$ cat src/rtl/pc_seq_if.sv
// pc_seq_if: control-unit / stack-side bundle for the program-counter sequencer.
//
// Signals (direction as seen by the sequencer, i.e. the slave modport):
//   en            in   start request from the control unit
//   control_bus   in   4-bit instruction class
//   z_flag        in   ALU zero flag (used by JZ)
//   s_flag        in   ALU sign flag (used by JS)
//   stk_data_out  in   target word from the external data stack
//   stk_pop       out  one-cycle pop strobe to the external stack
//   pc            out  program counter
//   fin_sig       out  one-cycle completion pulse
//   busy          out  instruction in flight
//   halted        out  EXIT has been executed
//   fault         out  sticky error flag
interface pc_seq_if #(
    parameter int DATA_LEN = 8,
    parameter int PC_W     = 6
);
    logic                en;
    logic [3:0]          control_bus;
    logic                z_flag;
    logic                s_flag;
    logic [DATA_LEN-1:0] stk_data_out;
    logic                stk_pop;
    logic [PC_W-1:0]     pc;
    logic                fin_sig;
    logic                busy;
    logic                halted;
    logic                fault;

    // Control unit / testbench side
    modport master (
        output en, control_bus, z_flag, s_flag, stk_data_out,
        input  stk_pop, pc, fin_sig, busy, halted, fault
    );

    // Sequencer side
    modport slave (
        input  en, control_bus, z_flag, s_flag, stk_data_out,
        output stk_pop, pc, fin_sig, busy, halted, fault
    );
endinterface

$ cat src/rtl/pc_seq.sv
// pc_seq: program-counter sequencer.
//
// Walks the PC per instruction class presented on control_bus, fetches
// branch/call targets from the external data stack with a one-cycle pop
// strobe, keeps an internal return-address stack for CALL/RET, range-checks
// every jump target and raises a sticky fault flag on any error.
//
// Ports:
//   clk   clock, all state changes on the rising edge
//   rstn  asynchronous active-low reset
//   ctl   pc_seq_if.slave bundle (en, control_bus, flags, stack data in;
//         stk_pop, pc, fin_sig, busy, halted, fault out; all outputs registered)
module pc_seq #(
    parameter int  INST_CAP  = 20,
    parameter int  DATA_LEN  = 8,
    parameter int  RET_DEPTH = 4,
    localparam int PC_W      = $clog2(INST_CAP) + 1
) (
    input  logic     clk,
    input  logic     rstn,
    pc_seq_if.slave  ctl
);

    localparam int SPW  = $clog2(RET_DEPTH + 1);
    localparam int IDXW = (RET_DEPTH > 1) ? $clog2(RET_DEPTH) : 1;
    localparam int TW   = (DATA_LEN > PC_W) ? DATA_LEN : PC_W;

    typedef enum logic [2:0] {
        S_IDLE = 3'd0,
        S_ADV  = 3'd1,
        S_POP  = 3'd2,
        S_BR   = 3'd3,
        S_RET  = 3'd4,
        S_HALT = 3'd5
    } state_e;

    typedef enum logic [2:0] {
        OP_ADV  = 3'd0,
        OP_JMP  = 3'd1,
        OP_JZ   = 3'd2,
        OP_JS   = 3'd3,
        OP_CALL = 3'd4,
        OP_RET  = 3'd5,
        OP_EXIT = 3'd6
    } op_e;

    // STALL codes (1000-1110) fall through to ADV together with 0000-0010.
    function automatic op_e decode(input logic [3:0] cb);
        op_e op;
        case (cb)
            4'b0011: op = OP_JMP;
            4'b0100: op = OP_JZ;
            4'b0101: op = OP_JS;
            4'b0110: op = OP_CALL;
            4'b0111: op = OP_RET;
            4'b1111: op = OP_EXIT;
            default: op = OP_ADV;
        endcase
        return op;
    endfunction

    state_e            state_q, state_d;
    op_e               op_q, op_d;
    logic [PC_W-1:0]   pc_q, pc_d;
    logic              stk_pop_q, stk_pop_d;
    logic              fin_q, fin_d;
    logic              busy_q, busy_d;
    logic              halted_q, halted_d;
    logic              fault_q, fault_d;

    logic [PC_W-1:0]   ret_q [RET_DEPTH];
    logic [SPW-1:0]    sp_q;

    logic              push_s;
    logic              pop_s;
    logic [PC_W-1:0]   pc_inc_s;
    logic [PC_W-1:0]   tgt_s;
    logic [TW-1:0]     tgt_ext_s;
    logic              unused_tgt_s;
    logic              tgt_oor_s;
    logic              taken_s;
    logic              stk_full_s;
    logic              stk_empty_s;
    logic [IDXW-1:0]   wr_idx_s;
    logic [IDXW-1:0]   top_idx_s;
    logic [PC_W-1:0]   top_s;

    // Saturating increment, target resize/range check and return-stack taps.
    always_comb begin
        pc_inc_s     = (pc_q >= PC_W'(INST_CAP - 1)) ? pc_q : (pc_q + PC_W'(1));
        tgt_ext_s    = TW'(ctl.stk_data_out);
        tgt_s        = tgt_ext_s[PC_W-1:0];
        unused_tgt_s = ^tgt_ext_s;
        tgt_oor_s    = (tgt_s >= PC_W'(INST_CAP));
        stk_full_s   = (sp_q == SPW'(RET_DEPTH));
        stk_empty_s  = (sp_q == {SPW{1'b0}});
        wr_idx_s     = IDXW'(sp_q);
        top_idx_s    = IDXW'(sp_q - SPW'(1));
        top_s        = ret_q[top_idx_s];
    end

    // Branch take decision; flags are only consumed in BR.
    always_comb begin
        taken_s = 1'b0;
        case (op_q)
            OP_JMP, OP_CALL: taken_s = 1'b1;
            OP_JZ:           taken_s = ctl.z_flag;
            OP_JS:           taken_s = ctl.s_flag;
            default:         taken_s = 1'b0;
        endcase
    end

    // Next-state and next-output logic.
    always_comb begin
        state_d   = state_q;
        op_d      = op_q;
        pc_d      = pc_q;
        stk_pop_d = 1'b0;
        fin_d     = 1'b0;
        halted_d  = halted_q;
        fault_d   = fault_q;
        push_s    = 1'b0;
        pop_s     = 1'b0;

        case (state_q)
            S_IDLE: begin
                if (ctl.en) begin
                    op_d = decode(ctl.control_bus);
                    case (op_d)
                        OP_JMP, OP_JZ, OP_JS, OP_CALL: begin
                            state_d   = S_POP;
                            stk_pop_d = 1'b1;
                        end
                        OP_RET:  state_d = S_RET;
                        OP_EXIT: begin
                            state_d  = S_HALT;
                            halted_d = 1'b1;
                        end
                        default: state_d = S_ADV;
                    endcase
                end else begin
                    state_d = S_IDLE;
                end
            end
            S_ADV: begin
                pc_d    = pc_inc_s;
                fin_d   = 1'b1;
                state_d = S_IDLE;
            end
            S_POP: begin
                // Target word is sampled at the following (BR) edge.
                state_d = S_BR;
            end
            S_BR: begin
                if (taken_s && tgt_oor_s) begin
                    fault_d = 1'b1;
                    pc_d    = pc_inc_s;
                end else if (taken_s && (op_q == OP_CALL) && stk_full_s) begin
                    fault_d = 1'b1;
                    pc_d    = pc_inc_s;
                end else if (taken_s && (op_q == OP_CALL)) begin
                    push_s  = 1'b1;
                    pc_d    = tgt_s;
                end else if (taken_s) begin
                    pc_d    = tgt_s;
                end else begin
                    pc_d    = pc_inc_s;
                end
                fin_d   = 1'b1;
                state_d = S_IDLE;
            end
            S_RET: begin
                if (!stk_empty_s) begin
                    pc_d  = top_s;
                    pop_s = 1'b1;
                end else begin
                    fault_d = 1'b1;
                    pc_d    = pc_inc_s;
                end
                fin_d   = 1'b1;
                state_d = S_IDLE;
            end
            S_HALT: begin
                // Absorbing until reset; pc frozen, no pulses.
                state_d = S_HALT;
            end
            default: begin
                state_d = S_IDLE;
            end
        endcase

        busy_d = (state_d != S_IDLE) && (state_d != S_HALT);
    end

    // State and registered outputs.
    always_ff @(posedge clk or negedge rstn) begin
        if (!rstn) begin
            state_q   <= S_IDLE;
            op_q      <= OP_ADV;
            pc_q      <= {PC_W{1'b0}};
            stk_pop_q <= 1'b0;
            fin_q     <= 1'b0;
            busy_q    <= 1'b0;
            halted_q  <= 1'b0;
            fault_q   <= 1'b0;
        end else begin
            state_q   <= state_d;
            op_q      <= op_d;
            pc_q      <= pc_d;
            stk_pop_q <= stk_pop_d;
            fin_q     <= fin_d;
            busy_q    <= busy_d;
            halted_q  <= halted_d;
            fault_q   <= fault_d;
        end
    end

    // Return-address stack: entries plus occupancy count.
    always_ff @(posedge clk or negedge rstn) begin
        if (!rstn) begin
            sp_q <= {SPW{1'b0}};
            for (int i = 0; i < RET_DEPTH; i++) begin
                ret_q[i] <= {PC_W{1'b0}};
            end
        end else if (push_s) begin
            ret_q[wr_idx_s] <= pc_inc_s;
            sp_q            <= sp_q + SPW'(1);
        end else if (pop_s) begin
            sp_q <= sp_q - SPW'(1);
        end else begin
            sp_q <= sp_q;
        end
    end

    assign ctl.pc      = pc_q;
    assign ctl.stk_pop = stk_pop_q;
    assign ctl.fin_sig = fin_q;
    assign ctl.busy    = busy_q;
    assign ctl.halted  = halted_q;
    assign ctl.fault   = fault_q;

endmodule

$ cat src/flat_wrapper.sv
// flat-port wrapper written by rule: the top's interface ports become plain ports
module pc_seq_flat 
#(
    parameter int  INST_CAP  = 20,
    parameter int  DATA_LEN  = 8,
    parameter int  RET_DEPTH = 4,
    localparam int PC_W      = $clog2(INST_CAP) + 1
)
  (clk, rstn, ctl_en, ctl_control_bus, ctl_z_flag, ctl_s_flag, ctl_stk_data_out, ctl_stk_pop, ctl_pc, ctl_fin_sig, ctl_busy, ctl_halted, ctl_fault);
  pc_seq_if #(.DATA_LEN(DATA_LEN), .PC_W(6)) ctl_i ();
  input  logic clk;
  input  logic rstn;
  input wire logic [$bits(ctl_i.en)-1:0] ctl_en;
  input wire logic [$bits(ctl_i.control_bus)-1:0] ctl_control_bus;
  input wire logic [$bits(ctl_i.z_flag)-1:0] ctl_z_flag;
  input wire logic [$bits(ctl_i.s_flag)-1:0] ctl_s_flag;
  input wire logic [$bits(ctl_i.stk_data_out)-1:0] ctl_stk_data_out;
  output wire logic [$bits(ctl_i.stk_pop)-1:0] ctl_stk_pop;
  output wire logic [$bits(ctl_i.pc)-1:0] ctl_pc;
  output wire logic [$bits(ctl_i.fin_sig)-1:0] ctl_fin_sig;
  output wire logic [$bits(ctl_i.busy)-1:0] ctl_busy;
  output wire logic [$bits(ctl_i.halted)-1:0] ctl_halted;
  output wire logic [$bits(ctl_i.fault)-1:0] ctl_fault;
  assign ctl_i.en = ctl_en;
  assign ctl_i.control_bus = ctl_control_bus;
  assign ctl_i.z_flag = ctl_z_flag;
  assign ctl_i.s_flag = ctl_s_flag;
  assign ctl_i.stk_data_out = ctl_stk_data_out;
  assign ctl_stk_pop = ctl_i.stk_pop;
  assign ctl_pc = ctl_i.pc;
  assign ctl_fin_sig = ctl_i.fin_sig;
  assign ctl_busy = ctl_i.busy;
  assign ctl_halted = ctl_i.halted;
  assign ctl_fault = ctl_i.fault;
  pc_seq #(.INST_CAP(INST_CAP), .DATA_LEN(DATA_LEN), .RET_DEPTH(RET_DEPTH)) u_core (.clk(clk), .rstn(rstn), .ctl(ctl_i));
endmodule
$ cat config.mk
export PLATFORM = sky130hd
export DESIGN_NAME = pc_seq_flat
export DESIGN_NICKNAME = d
export VERILOG_FILES = /design/src/rtl/pc_seq_if.sv /design/src/rtl/pc_seq.sv /design/src/flat_wrapper.sv
export SDC_FILE = /design/constraint.sdc
export NUM_CORES = 1
export LEC_CHECK = 0
export CAP_MARGIN = 15
export CORE_MARGIN = 2
export CORE_UTILIZATION = 50
export CTS_CLUSTER_DIAMETER = 150
export CTS_CLUSTER_SIZE = 12
export DETAILED_ROUTE_END_ITERATION = 16
export PLACE_DENSITY = 0.84
export SYNTH_ARGS = -nofsm -noshare
export SYNTH_HDL_FRONTEND = slang
export SYNTH_SLANG_ARGS = --single-unit
export TNS_END_PERCENT = 30
$ cat constraint.sdc
create_clock -name clk -period 4.25 [get_ports clk]
set_clock_uncertainty 0.15 [all_clocks]
set_input_delay 1.0625 -clock clk [delete_from_list [all_inputs] [get_ports clk]]
set_output_delay 1.0625 -clock clk [all_outputs]
set_load 0.005 [all_outputs]
== Word level (Yosys, flattened, before mapping) ==
Index checks and enable logic that the tools add are counted.
Cells by class
  $add $sub $neg: 3
  order comparisons: 5
  bitwise gates (word level): 2
  reductions and logical operators: 17
  muxes and demuxes: 36
  equal/unequal tests: 25
Operator list (count)
  $mux 6: 9
  $bwmux 24: 1
  $eq 3x3->1 const B: 7
  $eq 3x2->1 const B: 6
  $pmux 3 s3: 2
  $pmux 3 s6: 1
  $pmux 6 s3: 1
  $eq 4x3->1 const B: 4
  $mux 3: 5
  $mux 1: 13
  $bmux 6 s2: 1
  $demux 6 s2: 1
  $ge 6x5->1 const B: 2
  $eq 3x1->1 const B: 3
  $add 6x1->6 const B: 1
  $ge 3x3->1 const B: 2
  $logic_not 3->1: 2
  $not 2->3: 2
  $reduce_and 3->1: 2
  $reduce_bool 3->1: 2
  $logic_and 1x1->1: 5
  $eq 4x2->1 const B: 1
  $eq 4x4->1 const B: 1
  $reduce_bool 2->1: 2
  other kinds (12): 12
Storage, ports and cells
  input port bits: 17
  output and inout bits: 11
  word-level logic and storage cells: 101
  bits in registers: 44

== Longest topological paths before layout ==
Gate-level depths: netlist of run 1.
  word-level depth: 11
  depth in mapped cells: 9
  gate-level depth less buffers: 7

== Worst setup path after synthesis of run 1 ==
Ideal clock, no wire load.
  kind: register -> register
  from: reg u_core.sp_q[0]
  to: reg u_core.pc_q[3], in the netlist u_core.ctl.pc[3]
  setup time: 121 ps
  data required time: 3979 ps
  stages on the path, launching flop included: 9
  path buffers: 2
  arrival time: 2184 ps
  clock period less this slack: 2455 ps
  path slack: 1795 ps
  cells stage by stage: dfrtp_1 -> clkbuf_1 -> inv_1 -> ha_1 -> buf_1 -> mux4_2 -> a21oi_1 -> o31ai_1 -> o22a_1
On the way
  longest elaborated chain between the ends: 7
  elaborated cells on any way between the ends: 12
  classes of those cells: add/sub: 1; eq/ne: 1; mux: 7; bitwise: 1; reduce/logical: 2
RTL lines
  start: declaration: line pc_seq.sv:72  | logic [SPW-1:0] sp_q;
  start signal: assignment: line pc_seq.sv:221  | sp_q <= {SPW{1'b0}};
  start signal: assignment: line pc_seq.sv:227  | sp_q <= sp_q + SPW'(1);
  start signal: assignment: line pc_seq.sv:229  | sp_q <= sp_q - SPW'(1);
  $sub 3x1->3: line pc_seq.sv:98  | top_idx_s = IDXW'(sp_q - SPW'(1));
  net u_core.top_idx_s[0]: line pc_seq.sv:85  | logic [IDXW-1:0] top_idx_s;
  $not 2->3 (not written as such): line pc_seq.sv:99  | top_s = ret_q[top_idx_s];
  $bmux 6 s2: line pc_seq.sv:99
  $mux 6 (not written as such) (2 in series): line pc_seq.sv:99
  $mux 6: line pc_seq.sv:173  | if (!stk_empty_s) begin
  $pmux 6 s3: line pc_seq.sv:125  | case (state_q)
  end signal: assignment: line pc_seq.sv:200  | pc_q <= {PC_W{1'b0}};
  end signal: assignment: line pc_seq.sv:209  | pc_q <= pc_d;
  end: declaration: line pc_seq.sv:64  | logic [PC_W-1:0] pc_q, pc_d;
The timed path passes the listed nets, and every way through them passes these cells. The select of a mux whose other input is x is not followed.
A chain may end at the register's enable or synchronous reset.

== Worst setup path in the final report of run 1 ==
  from: in ctl_stk_data_out[3]
  to: reg u_core.ret_q[11] in the netlist's numbering
On the way
  longest elaborated chain between the ends: 4
RTL lines
  start: declaration: line flat_wrapper.sv:17  | input wire logic [$bits(ctl_i.stk_data_out)-1:0] ctl_stk_data_out;
  $ge 6x5->1: line pc_seq.sv:94  | tgt_oor_s = (tgt_s >= PC_W'(INST_CAP));
  $logic_and 1x1->1: line pc_seq.sv:155  | if (taken_s && tgt_oor_s) begin
  $mux 1: line pc_seq.sv:155
  $mux 1: line pc_seq.sv:125
  end signal: indexed assignment: line pc_seq.sv:223  | ret_q[i] <= {PC_W{1'b0}};
  end signal: indexed assignment: line pc_seq.sv:226  | ret_q[wr_idx_s] <= pc_inc_s;
  end: declaration: line pc_seq.sv:71  | logic [PC_W-1:0] ret_q [RET_DEPTH];
Every way passes these cells.

==> results.py, run 1 <==
metrics = {
    "logic_synthesis": {
        "ys_seq_area_share_pct": 47.72,
        "synth_cells": 228,
        "syn_nets": 251,
        "ys_seq_elements": 44,
        "ys_types": 48,
        "synth_edf_count": 0,
        "avgSynthCellArea_um2": 10.12,
        "synthFlopType": "dfrtp_1",
        "ys_async_sr_fraction_pct": 100.0,
        "yosysWarnings": 0,
        "mappedNetlistArea_um2": 2307,
    },
    "critical_path": {
        "cp.buffers_inverters": 1,
        "worst_ep_required_time_ps": 4280,
        "end_kind": "register",
        "startpoint": "ctl_stk_data_out[3]",
        "path_cells": "clkdlybuf4s50_1 -> o21a_1 -> nor2_1 -> nand3_1 -> mux2_2",
        "worst_setup_path_start_kind": "primary input",
        "timing.reg2reg.setup_slack_ps": 1630,
        "worst-path-stages": 5,
        "reg2reg_depth": 7,
        "crit_family": "simple AND/OR/NAND/NOR gates",
        "cp.arrival_ps": 2990,
        "r2r_end": "u_core.sp_q[1]",
        "cpMaxStageDelayCell": "nand3_1",
        "timing.rr.start": "u_core.sp_q[0]",
        "criticalPathCategory": "in -> reg",
        "path_max_fanout": 11,
        "slowest_delay_ps": 460,
        "crit_end": "u_core.ret_q[11]",
    },
    "floorplanning": {
        "core-area_um2": 4414,
        "die_area_um2": 5174,
        "start_util_pct": 52.27,
        "die_w_um": 71.93,
        "rows": 24,
        "die_h_um": 71.93,
        "io_pins": 28,
    },
    "min_path": {
        "worstHoldPathType": "reg -> reg",
    },
    "clock_tree": {
        "tritoncts": "done",
        "hold_buffers": 0,
        "clkSinkCount": 44,
        "clk_latency_ps": 290,
        "cts_resized": 0,
        "clock_path_buffers": 2,
        "htreeDepth": 2,
        "path_clk_slew_ps": 80,
        "cts-root-buf": "clkbuf_8",
        "cts_buffers": 5,
        "post_cts_buffers": 0,
    },
    "global_routing": {
        "grt.overflow.total": 0,
        "antenna_found_initial": 0,
        "grt.total_usage_pct": 19.84,
        "grt_pass1_vias": 1673,
        "grt_pass1_wl_um": 7997,
        "grt_max_degree": 45,
    },
    "routing": {
        "initialDrtViolationCount": 146,
        "vias": 1759,
        "drt-met1-wl_um": 2149,
        "dr.pass1.iters": 4,
        "wl_per_cell_um": 15.24,
        "final_antenna_net_count": 0,
        "drc_errors": 0,
        "dr_wl_met3_um": 186,
        "wl_met2_um": 2241,
        "finalWirelength_um": 4618,
        "via_per_inst": 5.805,
        "highest_layer": "met4",
    },
    "timing": {
        "hold_slack_ps": 319.3,
        "finalCritPeriodShare_pct": 69.66,
        "rsz0062_at_grt": "false",
        "worst_slew_margin_rel_pct": 34.73,
        "worstMarginPinSlew_ps": 979.0,
        "finalSetupTns_ps": 0,
        "setup_viol": 0,
        "finalHoldViolations": 0,
        "max_freq_ghz": 0.3378,
        "period_minus_slack_ps": 2960,
        "drv_slew": 0,
    },
    "final_layout": {
        "area_growth_pct": 15.18,
        "n_antenna_cell": 0,
        "finish.instance_area_um2": 2658,
        "fill_cells": 373,
        "drive_above_1_share_pct": 10.76,
        "multiInputGateArea_um2": 1132,
        "seqCellArea_um2": 1101,
        "final_cells": 303,
        "fin_nets": 273,
        "post-route-util_pct": 60.20,
    },
    "power_and_ir_drop": {
        "p_leak_nw": 1.124,
        "peakVddDrop_mv": 0.2442,
        "p_per_area_nw_per_um2": 576.9,
    },
    "placement": {
        "finalWeightedCongestion": 0.7791,
        "place_area_um2": 2570,
        "io_buffers": 25,
        "placed_cells": 295,
        "dpl.hpwl_um": 3341,
    },
    "job": {
        "maxCapViolCount": 0,
    },
    "status": {
        "status": "completed",
    },
}
## routing by layer
| layer | GRT usage [%] | up-vias |
|---|---|---|
| met1 | 29.10 | 860 |
| met4 | 5.031 | 0 |
| met3 | 4.167 | 4 |
| met2 | 30.45 | 28 |
| li1 | - | 867 |
| met5 | 0 | - |
## worst min path at each step
stage	from	end	slack, ps	depth (start not counted)
floorplan	u_core.ret_q[18]	u_core.ret_q[18]	290	2
global placement	u_core.ctl.halted	u_core.ctl.halted	290	1
detailed placement	u_core.ctl.halted	u_core.ctl.halted	300	1
CTS	u_core.ctl.halted	u_core.ctl.halted	320	1
global route	u_core.ctl.fault	u_core.ctl.fault	350	1
finish	u_core.ctl.halted	u_core.ctl.halted	320	1
## registers in the layout, indices dropped and copies added (netlist names)
register / count
u_core.ctl.pc: 6
u_core.ctl.busy: 1
u_core.state_q: 3
u_core.sp_q: 3
u_core.ctl.halted: 1
u_core.ctl.stk_pop: 1
u_core.ctl.fin_sig: 1
u_core.ctl.fault: 1
u_core.op_q: 3
u_core.ret_q: 24
## final cells by class
cell class                 instances  share of cell area, %
clock buffer                       5                  2.589
clock inverter                     3                 0.7062
inverter                           7                 0.9887
multi-input combinational        167                  42.61
sequential                        44                  41.43
tap                               52                  2.448
timing repair buffer              25                  9.228
## cell usage after synthesis (3+ instances only)
cell type | count | share of area, %
inv_1 | 7 | 1.1
nand2_1 | 35 | 5.7
xor2_1 | 4 | 1.5
nor3_1 | 3 | 0.65
o21ai_1 | 15 | 3.3
mux2_2 | 4 | 2.0
o21ai_0 | 17 | 3.7
o211ai_1 | 4 | 1.3
nor2_1 | 10 | 1.6
clkbuf_1 | 3 | 0.49
ha_1 | 6 | 3.3
xnor2_1 | 4 | 1.5
o21a_1 | 3 | 0.98
a31o_2 | 3 | 1.1
a21oi_1 | 9 | 2.0
nand3_1 | 8 | 1.7
dfrtp_1 | 44 | 48
mux4_2 | 6 | 5.9
buf_2 | 5 | 1.1
## cells by family after synthesis
| logic type | Yosys count | share of synthesized area [%] |
|---|---|---|
| AOI/OAI and AO/OA | 69 | 18.44 |
| xor gates and xnor gates | 8 | 3.037 |
| adders and majority gates | 6 | 3.254 |
| buffers and inverters | 17 | 3.200 |
| DFF | 44 | 47.72 |
| muxes | 12 | 8.677 |
| and+or+nand+nor | 72 | 15.67 |
## placed cells by master, fill, tap and decap left out, types with 2 or more instances in the layout
cell type and count:
nand2_1 35, nor2_1 10, a22oi_1 2, clkdlybuf4s50_1 24, nor3_1 3, o311ai_0 2, a211oi_1 2, clkbuf_8 5
xnor2_1 4, nand3_2 2, mux4_2 6, a31oi_1 2, o21a_1 3, nor2b_1 2, ha_1 6, mux2_2 4
mux2i_1 2, o211ai_1 4, dfrtp_1 44, o21ai_0 17, xor2_1 4, nand2b_1 2, o22a_1 2, nand3_1 8
clkinv_2 2, a21oi_1 9, a31o_2 3, o21ai_1 15, inv_1 7
## metrics by stage
step	setup WS, ps	total power [mW]
2_1_floorplan	1795	1.063
3_3_place_gp	1033	1.263
3_5_place_dp	982.5	1.284
4_1_cts	1289	1.542
5_1_grt	1107	1.652
6_report	1290	1.533
## report_power, final
part | internal, mW | total (mW) | switching, mW | leakage (nW)
registers | 0.511 | 0.633 | 0.121 | 0.579
logic | 0.305 | 0.648 | 0.343 | 0.497
clock network | 0.115 | 0.253 | 0.138 | 0.0479
Power figures use the tool's default switching activity.
==> run 2: changes to the inputs <==
--- a/config.mk
+++ b/config.mk
@@ -11,7 +11,7 @@
 export CTS_CLUSTER_DIAMETER = 150
 export CTS_CLUSTER_SIZE = 12
 export DETAILED_ROUTE_END_ITERATION = 16
-export PLACE_DENSITY = 0.84
+export PLACE_DENSITY = 0.87
 export SYNTH_ARGS = -nofsm -noshare
 export SYNTH_HDL_FRONTEND = slang
 export SYNTH_SLANG_ARGS = --single-unit
==> constraint.sdc (replaced) <==
create_clock -name clk -period 2.4 [get_ports clk]
set_clock_uncertainty 0.15 [all_clocks]
set_input_delay 0.6 -clock clk [delete_from_list [all_inputs] [get_ports clk]]
set_output_delay 0.6 -clock clk [all_outputs]
set_load 0.005 [all_outputs]
==> run 2 against run 1 <==
  * Combinational power is 100% higher
  * Routed wire length is 11% higher
  * Sequential share of layout area is 2.0 points lower
  * Core utilization is 3.1 points higher
  * Largest power group unchanged
  * Largest cell class unchanged
  * Power is 98% higher
  * Via count is 3.5% higher
  * Design area is 5.1% higher
  * Die area stayed put
==> results.py, run 2 (synthesized netlist as in run 1, its figures left out) <==
metrics = {
    "timing": {
        "finalSetupTns_ps": 0,
        "worstMarginPinSlew_ps": 549.3,
        "max_freq_ghz": 0.4496,
        "setup_viol": 0,
        "worst_slew_margin_rel_pct": 63.38,
        "drv_slew": 0,
        "finalHoldViolations": 0,
        "period_minus_slack_ps": 2224,
        "rsz0062_at_grt": "false",
        "finalCritPeriodShare_pct": 92.67,
    },
    "placement": {
        "dpl.hpwl_um": 3705,
        "placed_cells": 308,
        "io_buffers": 25,
        "finalWeightedCongestion": 0.8187,
    },
    "status": {
        "status": "completed",
    },
    "routing": {
        "via_per_inst": 5.763,
        "dr.pass1.iters": 4,
        "vias": 1821,
        "drc_errors": 0,
        "final_antenna_net_count": 0,
        "finalWirelength_um": 5128,
        "wl_per_cell_um": 16.23,
        "initialDrtViolationCount": 97,
    },
    "final_layout": {
        "fin_nets": 286,
        "drive_above_1_share_pct": 15.15,
        "area_growth_pct": 21.10,
        "top_register": "u_core.ret_q",
        "post-route-util_pct": 63.29,
        "final_cell_mix": "dfrtp_1, nand2_1, clkdlybuf4s50_1, o21ai_0, o21ai_1",
        "multiInputGateArea_um2": 1132,
        "seqCellArea_um2": 1101,
        "n_antenna_cell": 0,
        "final_cells": 316,
        "fill_cells": 343,
        "largest_reg_flops": 24,
        "mostFrequentLayoutCell": "dfrtp_1",
    },
    "floorplanning": {
        "rows": 24,
        "die_h_um": 71.93,
        "die_area_um2": 5174,
        "core-area_um2": 4414,
        "start_util_pct": 52.27,
        "die_w_um": 71.93,
        "io_pins": 28,
    },
    "critical_path": {
        "end_kind": "register",
        "worst_setup_path_start_kind": "register",
        "criticalPathCategory": "reg -> reg",
        "cp.arrival_ps": 2260,
        "path_cells": "ha_1 -> or3_1 -> a21oi_1 -> mux2i_1 -> buf_4 -> o21ai_0",
        "timing.rr.start": "u_core.ctl.pc[0]",
        "slowest_delay_ps": 460,
        "worst_ep_required_time_ps": 2440,
        "path_max_fanout": 5,
        "startpoint": "u_core.ctl.pc[0]",
        "cpMaxStageDelayCell": "dfrtp_1",
    },
    "power_and_ir_drop": {
        "p_total_mw": 3.029,
        "combPwrFrac_pct": 43.5,
        "peakVddDrop_mv": 0.4187,
        "p_leak_nw": 1.201,
        "pwr-share-seq_pct": 36.0,
        "intPower_mw": 1.907,
        "p_sw_share_pct": 37.04,
        "p_sw_mw": 1.122,
        "clock_power_share_pct": 20.5,
        "p_per_area_nw_per_um2": 1084,
    },
    "clock_tree": {
        "hold_buffers": 0,
        "clkSinkCount": 44,
        "cts_resized": 0,
        "cts_buffers": 5,
        "path_clk_slew_ps": 80,
        "tritoncts": "done",
        "post_cts_buffers": 0,
        "cts-root-buf": "clkbuf_8",
        "clk_latency_ps": 310,
        "clock_path_buffers": 2,
        "htreeDepth": 2,
    },
    "global_routing": {
        "antenna_found_initial": 0,
        "grt_max_degree": 45,
        "grt.overflow.total": 0,
        "grt_pass1_vias": 1797,
        "grt_pass1_wl_um": 8576,
        "grt.total_usage_pct": 21.61,
    },
    "min_path": {
        "worstHoldPathType": "in -> async",
    },
    "job": {
        "maxCapViolCount": 0,
    },
}
run 2: changes by cell type in the layout (fill, tap and decap cells not counted):
cell | previous run | this run
clkbuf_8 | 5 | 7
buf_4 | 0 | 13
bufinv_16 | 0 | 1
clkinv_4 | 1 | 0
clkinv_2 | 2 | 0
run 2: final timing paths:
check,to,slack (ps),cells past startpoint
setup / recovery,u_core.ret_q[19],180,6
hold / removal,u_core.ret_q[7],200,2
setup reg to reg,u_core.ret_q[19],180,6
hold reg to reg,u_core.ctl.halted,310,1
max in group asynchronous,u_core.ret_q[22],1510,2
min in group clk,u_core.ctl.halted,310,1
run 2: metrics by stage:
step           hold WS [ps]  setup slack (ps)  cell area [um2]
2_1_floorplan         154.4             153.5             2308
3_3_place_gp          295.3             54.26             2668
3_5_place_dp          296.3             6.889             2668
4_1_cts               222.7             188.1             2794
5_1_grt               254.0             66.15             2794
6_report              202.0             175.9             2794
run 2: cell type report:
class	count	share of cell area [%]
multi-input combinational	167	40.53
sequential	44	39.41
clock inverter	1	1.075
inverter	7	0.9404
tap	52	2.329
timing repair buffer	38	12.27
clock buffer	7	3.448
run 2: critical path: cells and delay by family, from the launching register on:
family | cells | cell delay [ps]
AOI/OAI and AO/OA | 2 | 360
adders and majority gates | 1 | 270
buffers and inverters | 1 | 180
DFF | 1 | 460
muxes | 1 | 310
and+or+nand+nor | 1 | 380
run 2: power groups by stage:
stage | logic (mW) | registers (mW) | clock network (mW)
3_5_place_dp | 1.31 | 1.10 | 0
5_1_grt | 1.46 | 1.12 | 0.658
6_report | 1.32 | 1.09 | 0.620
2_1_floorplan | 0.830 | 1.05 | 0
4_1_cts | 1.32 | 1.09 | 0.633
3_3_place_gp | 1.25 | 1.09 | 0
run 2: routing by layer:
layer / part of all wire, % / GRT usage (%) / vias to the layer above
met5: 0 / 0 / -
met4: 2.1 / 8.595 / 0
met3: 4.2 / 5.139 / 14
met2: 49 / 34.57 / 51
met1: 45 / 28.65 / 861
li1: - / - / 895
